**src/rtl/irq_ctrl.sv**
```systemverilog
`timescale 1ns/1ps
// irq_ctrl -- edge-triggered interrupt controller with fixed priority.
//
// Each asynchronous source is synchronised (2 flops) and edge-detected
// against a previous-value flop. A rising edge sets the source's pending
// bit. An FSM (IDLE / ASSERT / GAP) picks the lowest-index pending and
// enabled source, raises IRQ with IRQ_ID = BASE_ID + index, and holds it
// until the core acknowledges that exact id. A one-cycle GAP follows every
// completed acknowledge before re-arbitration.
//
// Ports:
//   CLK         clock, all state on rising edge
//   RESN        asynchronous active-low reset
//   IRQ_SRC     asynchronous level sources, rising edge requests
//   IRQ_EN      per-source enable mask (gates arbitration only)
//   IRQ         interrupt request to the core
//   IRQ_ID      id of the request, 0 whenever IRQ = 0
//   IRQ_ACK     single-cycle acknowledge strobe
//   IRQ_ACK_ID  id being acknowledged
//   PENDING     pending register (status / debug)
//   ACK_ERR     sticky flag for any acknowledge that did not match
module irq_ctrl #(
    parameter int NUM_SRC = 16,
    parameter int BASE_ID = 16
) (
    input  logic               CLK,
    input  logic               RESN,
    input  logic [NUM_SRC-1:0] IRQ_SRC,
    input  logic [NUM_SRC-1:0] IRQ_EN,
    output logic               IRQ,
    output logic [4:0]         IRQ_ID,
    input  logic               IRQ_ACK,
    input  logic [4:0]         IRQ_ACK_ID,
    output logic [NUM_SRC-1:0] PENDING,
    output logic               ACK_ERR
);

    localparam int IDX_W = (NUM_SRC > 1) ? $clog2(NUM_SRC) : 1;

    typedef enum logic [1:0] {
        IDLE   = 2'd0,
        ASSERT = 2'd1,
        GAP    = 2'd2
    } state_t;

    logic [NUM_SRC-1:0] sync1_q, sync2_q, prev_q;
    logic [NUM_SRC-1:0] edge_det;
    logic [NUM_SRC-1:0] req;
    logic [NUM_SRC-1:0] clr_mask;
    logic [IDX_W-1:0]   win_idx;
    logic               win_found;
    logic [IDX_W-1:0]   sel_q, sel_d;
    state_t             state_q, state_d;
    logic               irq_d;
    logic [4:0]         irq_id_d;
    logic               ack_match;

    // NOTE: every flop here, including the synchronizer chain, is reset so a
    // source held high through reset is seen as a fresh rising edge.
    // NOTE: sequential state uses non-blocking assignments so all flops
    // sample the pre-edge values and the chain shifts by exactly one stage.
    always_ff @(posedge CLK or negedge RESN) begin
        if (!RESN) begin
            sync1_q <= '0;
            sync2_q <= '0;
            prev_q  <= '0;
        end else begin
            sync1_q <= IRQ_SRC;
            sync2_q <= sync1_q;
            prev_q  <= sync2_q;
        end
    end

    assign edge_det = sync2_q & ~prev_q;
    assign req      = PENDING & IRQ_EN;

    // Fixed priority: scanning downward leaves the lowest set index.
    always_comb begin
        win_idx = '0;
        for (int i = NUM_SRC - 1; i >= 0; i--) begin
            if (req[i]) win_idx = IDX_W'(i);
        end
        win_found = |req;
    end

    // Only an acknowledge of the currently asserted id completes a request;
    // anything else leaves pending and state alone and flags ACK_ERR.
    assign ack_match = IRQ_ACK && (state_q == ASSERT) && (IRQ_ACK_ID == IRQ_ID);

    always_comb begin
        clr_mask = '0;
        if (ack_match) clr_mask[sel_q] = 1'b1;
    end

    // NOTE: all outputs of this block get a default first so no path leaves
    // a variable unassigned and no latch is inferred.
    always_comb begin
        state_d  = state_q;
        sel_d    = sel_q;
        irq_d    = IRQ;
        irq_id_d = IRQ_ID;
        case (state_q)
            IDLE: begin
                if (win_found) begin
                    state_d  = ASSERT;
                    sel_d    = win_idx;
                    irq_d    = 1'b1;
                    irq_id_d = 5'(BASE_ID) + 5'(win_idx);
                end
            end
            ASSERT: begin
                // No preemption and no withdrawal on IRQ_EN changes.
                if (ack_match) begin
                    state_d  = GAP;
                    irq_d    = 1'b0;
                    irq_id_d = 5'd0;
                end
            end
            GAP: begin
                state_d = IDLE;
            end
            default: begin
                state_d  = IDLE;
                irq_d    = 1'b0;
                irq_id_d = 5'd0;
            end
        endcase
    end

    always_ff @(posedge CLK or negedge RESN) begin
        if (!RESN) begin
            state_q <= IDLE;
            sel_q   <= '0;
            IRQ     <= 1'b0;
            IRQ_ID  <= 5'd0;
            PENDING <= '0;
            ACK_ERR <= 1'b0;
        end else begin
            state_q <= state_d;
            sel_q   <= sel_d;
            IRQ     <= irq_d;
            IRQ_ID  <= irq_id_d;
            // Set wins over clear: a new edge on the selected source in the
            // acknowledge cycle keeps its pending bit.
            PENDING <= (PENDING & ~clr_mask) | edge_det;
            ACK_ERR <= ACK_ERR | (IRQ_ACK & ~ack_match);
        end
    end

endmodule

```
**config.mk**
```make
export PLATFORM = sky130hd
export DESIGN_NAME = irq_ctrl
export DESIGN_NICKNAME = d
export VERILOG_FILES = /design/src/rtl/irq_ctrl.sv
export SDC_FILE = /design/constraint.sdc
export NUM_CORES = 1
export LEC_CHECK = 0
export ABC_AREA = 1
export BUFFER_PORTS_ARGS = -buffer_cell sky130_fd_sc_hd__buf_2
export CAP_MARGIN = 20
export CORE_ASPECT_RATIO = 1.25
export CORE_MARGIN = 2
export CORE_UTILIZATION = 56
export DETAILED_ROUTE_END_ITERATION = 6
export PLACE_DENSITY = 0.83
export SETUP_SLACK_MARGIN = 0.3
export SLEW_MARGIN = 10
export SYNTH_ARGS = -nofsm -noshare
export SYNTH_HDL_FRONTEND = slang
export SYNTH_SLANG_ARGS = --single-unit
```
**constraint.sdc**
```tcl
create_clock -name CLK -period 3.6 [get_ports CLK]
set_input_delay 0 -clock CLK [delete_from_list [all_inputs] [get_ports CLK]]
set_output_delay 0 -clock CLK [all_outputs]
set_load 0.01 [all_outputs]
```
Yosys cells after proc, flatten, opt, wreduce, memory -nomap -nowiden
Cells that the tools add are included.
- flip-flop bits (word level): 77
- output and inout bits: 23
- logic and storage cells: 63
- $add $sub $neg: 1
- $lt $le $gt $ge: 2
- equality and inequality tests: 5
- mux-type cells: 28
- bitwise gates (word level): 10
- reductions and logical operators: 8
- operators by type and width (kind ; number):
    4-bit two-way mux ; 16
    16-bit bitwise AND ; 3
    16-bit NOT ; 2
    16-bit two-way mux ; 1
    16-bit bitwise OR ; 1
    16-bit OR reduction ; 1
    5-bit case mux with 3 select lines ; 1
    5-bit two-way mux ; 2
    5-bit by 4-bit adder with 5-bit output (first input constant) ; 1
    5-bit equality test ; 1
    4-bit by 5-bit < comparator with 1-bit output (second input constant) ; 1
    1-bit demux with 4-bit select ; 1
    4-bit by 1-bit >= comparator with 1-bit output (second input constant) ; 1
    2-bit two-way mux ; 2
    2-bit inequality test (second input constant) ; 2
    2-bit case mux with 2 select lines ; 1
    2-bit AND reduction ; 2
    1-bit logical AND ; 3
    1-bit two-way mux ; 3
    1-bit case mux with 3 select lines ; 1
    3-bit AND reduction ; 1
    2-bit by 1-bit equality test with 1-bit output (second input constant) ; 1
    2-bit equality test (second input constant) ; 1
    2-bit zero test ; 1
    3 further kinds ; 4

Depth between registers and ports, before layout
Gate-level depths: netlist (run 1).
- word-level depth: 20
- mapped depth: 18
- depth with buffers taken out: 18

Worst setup path after synthesis (run 1)
Ideal clock, no wire load.
- path kind: flip-flop to flip-flop
- from: register IRQ_ID[3]
- to: register PENDING[10]
- setup time: 0.129 ns
- arrival time: 1.360 ns
- data required time: 3.471 ns
- path slack: 2.111 ns
- cell stages (with the launch flop): 8
- path buffers: 0
- clock period less this slack: 1.489 ns
- path through: dfrtp_1 > xor2_1 > nor3b_1 > nand3_2 > inv_2 > nand3_2 > o31ai_1 > o21ai_1
- word-level cells in the longest chain between the ends: 6
- RTL lines (item ; line ; text):
    start: declaration ; 31 ; output logic [4:0] IRQ_ID,
    start signal: assignment ; 142 ; IRQ_ID <= irq_id_d;
    5-bit equality test ; 88 ; assign ack_match = IRQ_ACK && (state_q == ASSERT) && (IRQ_ACK_ID == IRQ_ID);
    1-bit logical AND ; 88 ;
    16-bit two-way mux ; 92 ; if (ack_match) clr_mask[sel_q] = 1'b1;
    16-bit NOT ; 145 ; PENDING <= (PENDING & ~clr_mask) | edge_det;
    16-bit bitwise AND ; 145 ;
    16-bit bitwise OR ; 145 ;
    end signal: assignment ; 145 ;
    end: declaration ; 34 ; output logic [NUM_SRC-1:0] PENDING,
No other way between the ends.
A chain may end at the register's enable or synchronous reset.

Worst setup path in the final report (run 1)
- from: register PENDING[1]
- to: register IRQ_ID[1]
- word-level cells in the longest chain between the ends: 6
- elaborated cells between the ends (all ways): 9
- classes of those cells: 1 x add/sub; 1 x eq/ne; 4 x mux; 1 x bitwise; 2 x reduce/logical
- RTL lines (item ; line ; text):
    16-bit bitwise AND (*) ; 75 ; assign req = PENDING & IRQ_EN;
    4-bit two-way mux (2 in series) ; 81 ; if (req[i]) win_idx = IDX_W'(i);
    5-bit by 4-bit adder with 5-bit output ; 108 ; irq_id_d = 5'(BASE_ID) + 5'(win_idx);
    5-bit two-way mux ; 104 ; if (win_found) begin
    5-bit case mux with 3 select lines ; 102 ; case (state_q)
Mark *: on every way between the ends. The rest lies on a longest branch, timed or not. The select of a mux whose other input is x is not followed.

==> run_results.csv, run 1 <==
group,metric,value,unit
status,outcome,"completed",
sta,finalSetupViolCount,0,
job,drv_cap,0,
clock_network,numCtsBuffers,9,
sta,hold_viol,0,
pwr,power.internal,1340,µW
hold_path,whs_path_depth,5,
global_routing,grt_pass1_vias,1915,
route,vias_per_cell,4.908,
clock_network,clkTransAtPathRegs,0.08,ns
route,vias,1914,
route,ant_nets,0,
critical_path,max_stage_delay,0.59,ns
final_layout,area_growth,28.99,%
pwr,pwr-share-clk,34.2,%
global_routing,antenna_found_initial,0,
pwr,vdd.ir_drop.worst,434.7,µV
global_routing,grt_util_all_layers,23.03,%
yosys,synthFlopType,"dfrtp_1",
clock_network,cts_tree,"built",
final_layout,fillCellCount,322,
yosys,netlist_area,2633,µm²
die,die_x,65.33,µm
clock_network,htreeDepth,3,
pwr,power.density,549.7,nW/µm²
critical_path,worstSetupPathType,"reg2reg",
sta,worst_pin_slew,0.8974,ns
critical_path,r2r-start,"PENDING[1]$_DFF_PN0_",
final_layout,nNetsFinal,368,
final_layout,multi_input_area,616.8,µm²
yosys,ys_top_cells_by_count,"76 x dfrtp_1, 59 x nand2_1, 31 x o21ai_0, 24 x inv_1, 14 x nor2_1",
die,start_util,59.03,%
yosys,ys_seq_area_share,72.24,%
die,core,4459,µm²
yosys,avgSynthCellArea,11.11,µm²
yosys,synthCells,237,
critical_path,required,3.84,ns
route,wl_per_cell,13.81,µm
placement,pre_cts_ws,1.785,ns
critical_path,cp-end-kind,"flop",
sta,setup_tns,0,ns
sta,post-route-min-period,1.825,ns
clock_network,postCtsResizedCells,0,
sta,maxSlewHeadroom,40.17,%
clock_network,cts_setup_buffers,0,
route,drtPass1Iterations,4,
clock_network,clock-sinks,76,
clock_network,root_buffer,"clkbuf_8",
route,drt_iter0_drc,98,
global_routing,grt_first_pass_wirelength,8576,µm
final_layout,diodes,0,
die,num_rows,27,
critical_path,regToRegEndpoint,"IRQ_ID[1]$_DFFE_PN0P_",
critical_path,worst_path_max_delay_cell,"o21ai_1",
die,die_area,5269,µm²
route,drc,0,
critical_path,arrival,2.06,ns
placement,gp_congestion,0.8845,
pwr,combPwrFrac,13.5,%
yosys,synth_top_area_share,72.24,%
yosys,yosysUniqueCellTypes,21,
clock_network,cts_buffer_depth,2,
sta,period_share,50.68,%
sta,finClkSkew,0.01029,ns
sta,setup_slack,1.775,ns
yosys,synthTopCellsByArea,"dfrtp_1 72%, nand2_1 8.4%, o21ai_0 5.9%, inv_1 3.4%, nor2_1 2.0%",
pwr,power_leakage,0.001679,µW
route,routed_wl,5385,µm
sta,rsz0062_at_grt,"false",
final_layout,final_core_util,76.15,%
sta,drv_slew,0,
yosys,ys_async_sr_fraction,100.0,%
global_routing,grt_max_degree,77,
yosys,yosys_warnings,0,
die,die_height,80.66,µm
yosys,syn_nets,277,
critical_path,start_kind,"flop",
global_routing,grt.overflow.total,0,
pwr,netSwitchingFraction,28.21,%
critical_path,crit_chain,"nand2_1 > nand2_1 > nor2_1 > nand2_1 > o21ai_1 > nor2_1 > o21ai_0 > nand2_1",
critical_path,crit_family,"compound AO/OA/AOI/OAI gates",
pwr,switchingPower,526.6,µW
hold_path,hold_path.class,"in2reg",
yosys,synth-seq-cells,76,
die,num_io_pins,63,
critical_path,cp_max_fo,11,
hold_path,whs_endpoint,"IRQ_ID[0]$_DFFE_PN0P_",
final_layout,ff_latch_area,1902,µm²
yosys,synth_edf_count,0,
clock_network,insertion_delay,0.35,ns
pwr,pwr-share-seq,52.3,%
hold_path,hp-start,"IRQ_EN[1]",
critical_path,path_common_cell,"nand2_1",
placement,portBuffers,62,
placement,hpwl,3693,µm
pwr,p_total,1867,µW
critical_path,crit_start,"PENDING[1]$_DFF_PN0_",
yosys,synth.most_common_cell,"dfrtp_1",
final_layout,final_layout_size_suffix_gt1_share,25.90,%
yosys,synth_top_cell_by_area,"dfrtp_1",
critical_path,worst-path-buf-inv,0,
critical_path,r2r_slack,1.78,ns
critical_path,reg2regPathDepth,8,
sta,clock.fmax,548.1,MHz
[worst max path at each step]
stage / end / slack (ns) / cells after the start
floorplan: PENDING[10]$_DFF_PN0_ / 2.11 / 7
global placement: sel_q[1]$_DFFE_PN0P_ / 1.84 / 8
detailed placement: sel_q[1]$_DFFE_PN0P_ / 1.79 / 8
CTS: sel_q[1]$_DFFE_PN0P_ / 1.78 / 8
global route: IRQ_ID[1]$_DFFE_PN0P_ / 1.51 / 8
finish: IRQ_ID[1]$_DFFE_PN0P_ / 1.78 / 8
[cells by family after synthesis]
group                  count (synthesis)  share of synthesized area [%]
AO/OA/AOI/OAI                         42                          8.317
XOR/XNOR                               4                          1.331
buffers and inverters                 29                          4.325
flip-flops                            76                          72.24
AND/OR/NAND/NOR                       86                          13.78
[registers in the layout, indices dropped and copies added, names as in the netlist, 2 cells and up]
name / cells
IRQ_ID: 4
sync2_q: 16
PENDING: 16
sync1_q: 16
sel_q: 4
state_q: 2
prev_q: 16
[worst reg2reg max path: cells and delay by family, from the launching register on]
kind               cells  cell delay [ns]
AOI/OAI and AO/OA      2             0.71
and+or+nand+nor        6             0.60
DFF                    1             0.41
[cell usage in the layout (no fill, tap or decap), drive strengths merged, types with 2 or more instances in the layout]
cell	n
dfrtp	76
buf	63
nand2	60
o21ai	37
inv	29
dlygate4sd3	19
nor2	14
clkbuf	9
nand3	8
xor2	4
o31ai	2
clkinvlp	2
[per-stage QoR]
stage          hold slack [ns]  instances  area (µm²)
2_1_floorplan          -0.2956        237        2633
3_3_place_gp            0.1071        356        3010
3_5_place_dp            0.1093        356        3010
4_1_cts               0.003995        390        3396
5_1_grt               0.003295        390        3396
6_report               0.01328        390        3396
[per-layer routing]
| layer | global-route usage [%] | share of wire [%] | vias to the layer above |
|---|---|---|---|
| met3 | 7.563 | 4.3 | 13 |
| met5 | 0 | 0 | - |
| met2 | 41.22 | 55 | 49 |
| li1 | - | - | 938 |
| met4 | 9.167 | 2.3 | 0 |
| met1 | 24.88 | 39 | 914 |
[power groups by stage]
stage	combinational (µW)	clock (µW)	sequential, µW
6_report	253	638	976
5_1_grt	287	685	985
4_1_cts	255	650	976
3_5_place_dp	238	0	991
3_3_place_gp	233	0	987
2_1_floorplan	139	0	990
[what timing repair did]
item	4_1_cts	5_1_grt
hold buffers	19	0
endpoints found under the setup margin	0	0
endpoints found under the hold margin	95	0
[layout make-up]
cell class,instances,area share (%)
Multi-Input combinational cell,132,18.17
Clock buffer,9,3.648
Timing Repair Buffer,82,14.96
Sequential cell,76,56.01
Tap cell,58,2.137
Clock inverter,6,2.100
Inverter,27,2.985
Power figures use the tool's default switching activity.
==> inputs of run 2 (changes only) <==
Settings changed: CORE_UTILIZATION 56 to 47, PLACE_DENSITY 0.83 to 0.74.
Clock period 3.6 ns to 1.5 ns, I/O delays scaled along.
==> run_results.csv, run 2 (same netlist as run 1, synthesis figures left out) <==
group,metric,value,unit
global_routing,antenna_found_initial,0,
final_layout,mostFrequentLayoutCell,"dfrtp_1",
clock_network,cts_tree,"built",
sta,hold_viol,0,
die,core,5405,µm²
sta,timing.hold.ws,0.01287,ns
critical_path,regToRegEndpoint,"PENDING[10]$_DFF_PN0_",
global_routing,grt_max_degree,38,
sta,finalSetupViolCount,3,
critical_path,cp_max_fo,9,
hold_path,hp-start,"IRQ_EN[1]",
sta,finClkSkew,0.006110,ns
die,die_x,70.94,µm
route,drt_iter0_drc,113,
critical_path,r2r_slack,-0.04,ns
die,num_rows,30,
clock_network,root_buffer,"clkbuf_8",
final_layout,final_core_util,69.35,%
sta,period_share,102.7,%
route,ant_nets,0,
clock_network,cts_buffer_depth,2,
die,die_height,87.68,µm
status,outcome,"finished, violations left",
sta,setup_slack,-0.04121,ns
global_routing,gr-max-usage-layer,"met2",
pwr,vdd.ir_drop.worst,923.8,µV
pwr,power_leakage,0.001824,µW
critical_path,max_stage_delay,0.41,ns
route,vias_per_cell,4.760,
die,start_util,48.70,%
sta,post-route-min-period,1.541,ns
global_routing,grt_first_pass_wirelength,8652,µm
critical_path,worstSetupPathType,"reg2reg",
critical_path,crit_chain,"xor2_1 > nor4_2 > nand3_2 > clkinv_4 > nand3_4 > o31ai_2 > o21ai_1",
global_routing,use_met2,33.05,%
final_layout,area_growth,42.40,%
sta,maxSlewHeadroom,80.58,%
route,drtPass1Iterations,5,
placement,hpwl,3733,µm
critical_path,reg2regPathDepth,7,
route,routed_wl,5485,µm
hold_path,whs_endpoint,"IRQ_ID[0]$_DFFE_PN0P_",
clock_network,numCtsBuffers,9,
route,vias,1999,
hold_path,whs_path_depth,5,
pwr,power.density,1342,nW/µm²
final_layout,nNetsFinal,391,
clock_network,htreeDepth,3,
sta,drv_slew,0,
global_routing,grt.overflow.total,0,
final_layout,final_area,3749,µm²
critical_path,worst_path_max_delay_cell,"dfrtp_1",
sta,rsz0062_at_grt,"true",
clock_network,clock-sinks,76,
route,wl_per_cell,13.06,µm
pwr,p_total,5029,µW
sta,clock.fmax,648.8,MHz
critical_path,start_kind,"flop",
hold_path,hold_path.class,"in2reg",
placement,gp_congestion,0.8311,
die,die_area,6220,µm²
global_routing,grt_pass1_vias,1946,
placement,dpl_cell_area,3144,µm²
clock_network,insertion_delay,0.35,ns
final_layout,final_layout_size_suffix_gt1_share,38.76,%
global_routing,grt_util_all_layers,18.76,%
sta,setup_tns,-0.08852,ns
critical_path,arrival,1.77,ns
final_layout,diodes,0,
sta,worst_pin_slew,0.2913,ns
status,violations,"setup timing",
final_layout,fillCellCount,406,
clock_network,clkTransAtPathRegs,0.08,ns
die,num_io_pins,63,
final_layout,layout.cells.most_common_list,"75 x dfrtp_1, 62 x buf_2, 47 x nand2_1, 26 x o21ai_1",
global_routing,grtUsageMet3,4.718,%
route,drc,0,
critical_path,required,1.73,ns
critical_path,cp-end-kind,"flop",
global_routing,use_met1,20.78,%
placement,portBuffers,62,
job,drv_cap,0,
critical_path,r2r-start,"IRQ$_DFFE_PN0P_",
run 2: repair_timing:
action | CTS | global route
resized for setup | 19 | 15
endpoints found under the setup margin | 27 | 28
cloned | 1 | 0
hold buffers | 19 | 0
pin swaps | 4 | 12
endpoints found under the hold margin | 95 | 0
setup buffers | 8 | 3
run 2: worst max-delay path, delay by kind of cell, from the launching register on:
family | cells | cell delay, ns
XOR/XNOR | 1 | 0.18
flip-flops | 1 | 0.41
AND/OR/NAND/NOR | 3 | 0.40
buffers and inverters | 1 | 0.11
AO/OA/AOI/OAI | 2 | 0.32
run 2: final cells by class:
class	count	area, µm²	area share, %
inverters	27	108.9	2.904
well taps	64	80.08	2.136
clock inverters	7	122.6	3.271
clock buffers	9	123.9	3.304
flip-flops and latches	76	1903	50.77
repair buffers	105	696.9	18.59
multi-input cells	132	713.2	19.03
run 2: stage by stage:
stage	instances	setup slack, ns
2_1_floorplan	237	0.04504
3_3_place_gp	373	0.04038
3_5_place_dp	373	-0.02006
4_1_cts	417	-0.03942
5_1_grt	420	-0.1965
6_report	420	-0.04121
run 2: worst max path at each step:
stage	start	endpoint	slack [ns]	cells past startpoint
after floorplan	IRQ_ID[3]$_DFFE_PN0P_	PENDING[10]$_DFF_PN0_	0.05	7
after global placement	PENDING[1]$_DFF_PN0_	IRQ_ID[1]$_DFFE_PN0P_	0.04	9
after detailed placement	IRQ$_DFFE_PN0P_	PENDING[11]$_DFF_PN0_	-0.02	7
after CTS	IRQ$_DFFE_PN0P_	PENDING[10]$_DFF_PN0_	-0.04	7
after global routing	IRQ$_DFFE_PN0P_	PENDING[10]$_DFF_PN0_	-0.20	7
final	IRQ$_DFFE_PN0P_	PENDING[10]$_DFF_PN0_	-0.04	7
run 2: per-layer routing:
layer / vias up / part of all wire, %
met5: - / 0
met4: 0 / 3.1
met3: 16 / 4.2
met2: 50 / 54
met1: 945 / 39
li1: 988 / -
run 2: report_power, final:
group | leakage (µW) | internal, µW | switching (µW) | total, µW
clock network | 0.000116 | 1120 | 770 | 1890
registers | 0.000849 | 2210 | 155 | 2370
logic | 0.000859 | 326 | 453 | 779
total | 0.00182 | 3650 | 1380 | 5030
==> inputs of run 3 (changes only) <==
Settings changed: PLACE_DENSITY 0.74 to 0.84.
==> run_results.csv, run 3 (same netlist as run 1, synthesis figures left out) <==
group,metric,value,unit
route,dr_wl_met2,3449,µm
clock_network,insertion_delay,0.35,ns
route,vias_per_cell,5.109,
placement,hpwl,3803,µm
route,top_layer_used,"met4",
critical_path,worst-path-buf-inv,2,
die,die_area,6220,µm²
hold_path,hold_path.class,"in2reg",
status,violations,"setup timing",
critical_path,max_stage_delay,0.39,ns
sta,finClkSkew,0.009166,ns
final_layout,final_layout_size_suffix_gt1_share,45.78,%
die,start_util,48.70,%
die,num_io_pins,63,
route,drt_iter0_drc,164,
route,wl_met3,292,µm
placement,post-place-cells,373,
job,drv_cap,0,
status,outcome,"finished, violations left",
critical_path,path_common_cell,"o21ai_1",
clock_network,root_buffer,"clkbuf_8",
global_routing,grt_util_all_layers,20.28,%
placement,gp_congestion,0.8323,
final_layout,ff_latch_area,1902,µm²
final_layout,fin_cells,431,
critical_path,crit_chain,"xor2_1 > nor4_2 > nand3_2 > buf_4 > clkinvlp_4 > nand2_2 > o21ai_1 > o21ai_1",
sta,drv_slew,0,
die,core,5405,µm²
die,die_height,87.68,µm
sta,rsz0062_at_grt,"true",
route,vias,2202,
final_layout,layout.cells.most_common_list,"76 x dfrtp_1, 63 x buf_2, 34 x nand2_1, 27 x buf_4, 26 x o21ai_1",
route,drtPass1Iterations,5,
global_routing,grt_max_degree,77,
route,drt-met1-wl,2310,µm
sta,worst_pin_slew,0.3828,ns
sta,period_share,113.8,%
critical_path,required,1.73,ns
pwr,power_leakage,0.001878,µW
final_layout,multi_input_area,819.5,µm²
route,routed_wl,6340,µm
clock_network,clkTransAtPathRegs,0.08,ns
clock_network,cts_buffer_depth,2,
die,die_x,70.94,µm
global_routing,grt_pass1_vias,2057,
pwr,power.density,1201,nW/µm²
final_layout,area_growth,47.29,%
global_routing,grt_first_pass_wirelength,9356,µm
critical_path,crit_family,"simple AND/OR/NAND/NOR gates",
clock_network,cts_tree,"built",
sta,setup_slack,-0.2076,ns
clock_network,numCtsBuffers,9,
clock_network,clock-sinks,76,
route,wl_per_cell,14.71,µm
pwr,p_total,4656,µW
sta,clock.fmax,585.6,MHz
pwr,vdd.ir_drop.worst,698.8,µV
clock_network,htreeDepth,3,
critical_path,worst_path_max_delay_cell,"dfrtp_1",
global_routing,antenna_found_initial,0,
final_layout,diodes,0,
final_layout,nNetsFinal,402,
critical_path,start_kind,"flop",
critical_path,worstSetupPathType,"reg2reg",
sta,finalSetupViolCount,23,
global_routing,grt.overflow.total,0,
sta,hold_viol,0,
route,ant_nets,0,
critical_path,cp-end-kind,"flop",
die,num_rows,30,
sta,maxSlewHeadroom,74.48,%
critical_path,arrival,1.94,ns
sta,post-route-min-period,1.708,ns
placement,portBuffers,62,
route,drc,0,
final_layout,fillCellCount,365,
critical_path,cp_max_fo,3,
final_layout,mostFrequentLayoutCell,"dfrtp_1",
run 3: worst register-to-register path, delay by kind of cell (launching register included):
kind	cells	cell delay, ns
buffers and inverters	2	0.29
AND/OR/NAND/NOR	3	0.51
flip-flops	1	0.39
AO/OA/AOI/OAI	2	0.23
XOR/XNOR	1	0.18
run 3: area by class of cell:
class | instances | share of cell area [%]
Clock buffer | 10 | 3.550
Sequential cell | 76 | 49.05
Timing Repair Buffer | 115 | 20.23
Multi-Input combinational cell | 132 | 21.14
Tap cell | 64 | 2.065
Timing Repair inverter | 1 | 0.1936
Clock inverter | 6 | 1.033
Inverter | 27 | 2.743
run 3: worst paths after layout:
| kind | start | to | slack [ns] | cells after the start |
|---|---|---|---|---|
| max | IRQ$_DFFE_PN0P_ | PENDING[4]$_DFF_PN0_ | -0.21 | 8 |
| min | IRQ_EN[2] | IRQ_ID[0]$_DFFE_PN0P_ | 0.06 | 6 |
| max reg2reg | IRQ$_DFFE_PN0P_ | PENDING[4]$_DFF_PN0_ | -0.21 | 8 |
| min reg2reg | sync1_q[3]$_DFF_PN0_ | sync2_q[3]$_DFF_PN0_ | 0.35 | 0 |
| max in group asynchronous | RESN | prev_q[5]$_DFF_PN0_ | 0.99 | 3 |
| min in group asynchronous | RESN | sync2_q[13]$_DFF_PN0_ | 0.21 | 3 |
run 3: power by group:
part	leakage, µW	internal [µW]	switching [µW]
combinational	0.000937	367	532
sequential	0.000849	2210	157
clock	0.0000920	642	750
total	0.00188	3220	1440
run 3: per-layer routing:
metal | GRT usage [%] | vias up
li1 | - | 1015
met3 | 5.178 | 33
met4 | 10.46 | 0
met1 | 22.44 | 1058
met5 | 0 | -
met2 | 36.11 | 96
run 3: timing repair:
action                     CTS  global route
pin swaps                   10            17
setup endpoints to repair   27            28
hold endpoints to repair    95             0
gates resized for setup     25            42
buffers inserted            11            10
hold buffers                19             0
cloned                       2             0
run 3: per-stage QoR:
stage	setup TNS (ns)	hold WS (ns)	util, %	setup WS [ns]	area (µm²)
2_1_floorplan	0	-0.2956	-	0.04504	2664
3_3_place_gp	0	0.05187	58.13	0.05024	3142
3_5_place_dp	-0.4186	0.06112	58.13	-0.07565	3142
4_1_cts	-0.3478	0.001703	67.80	-0.05027	3665
5_1_grt	-3.907	0.06477	71.74	-0.2561	3877
6_report	-2.725	0.05876	71.74	-0.2076	3877
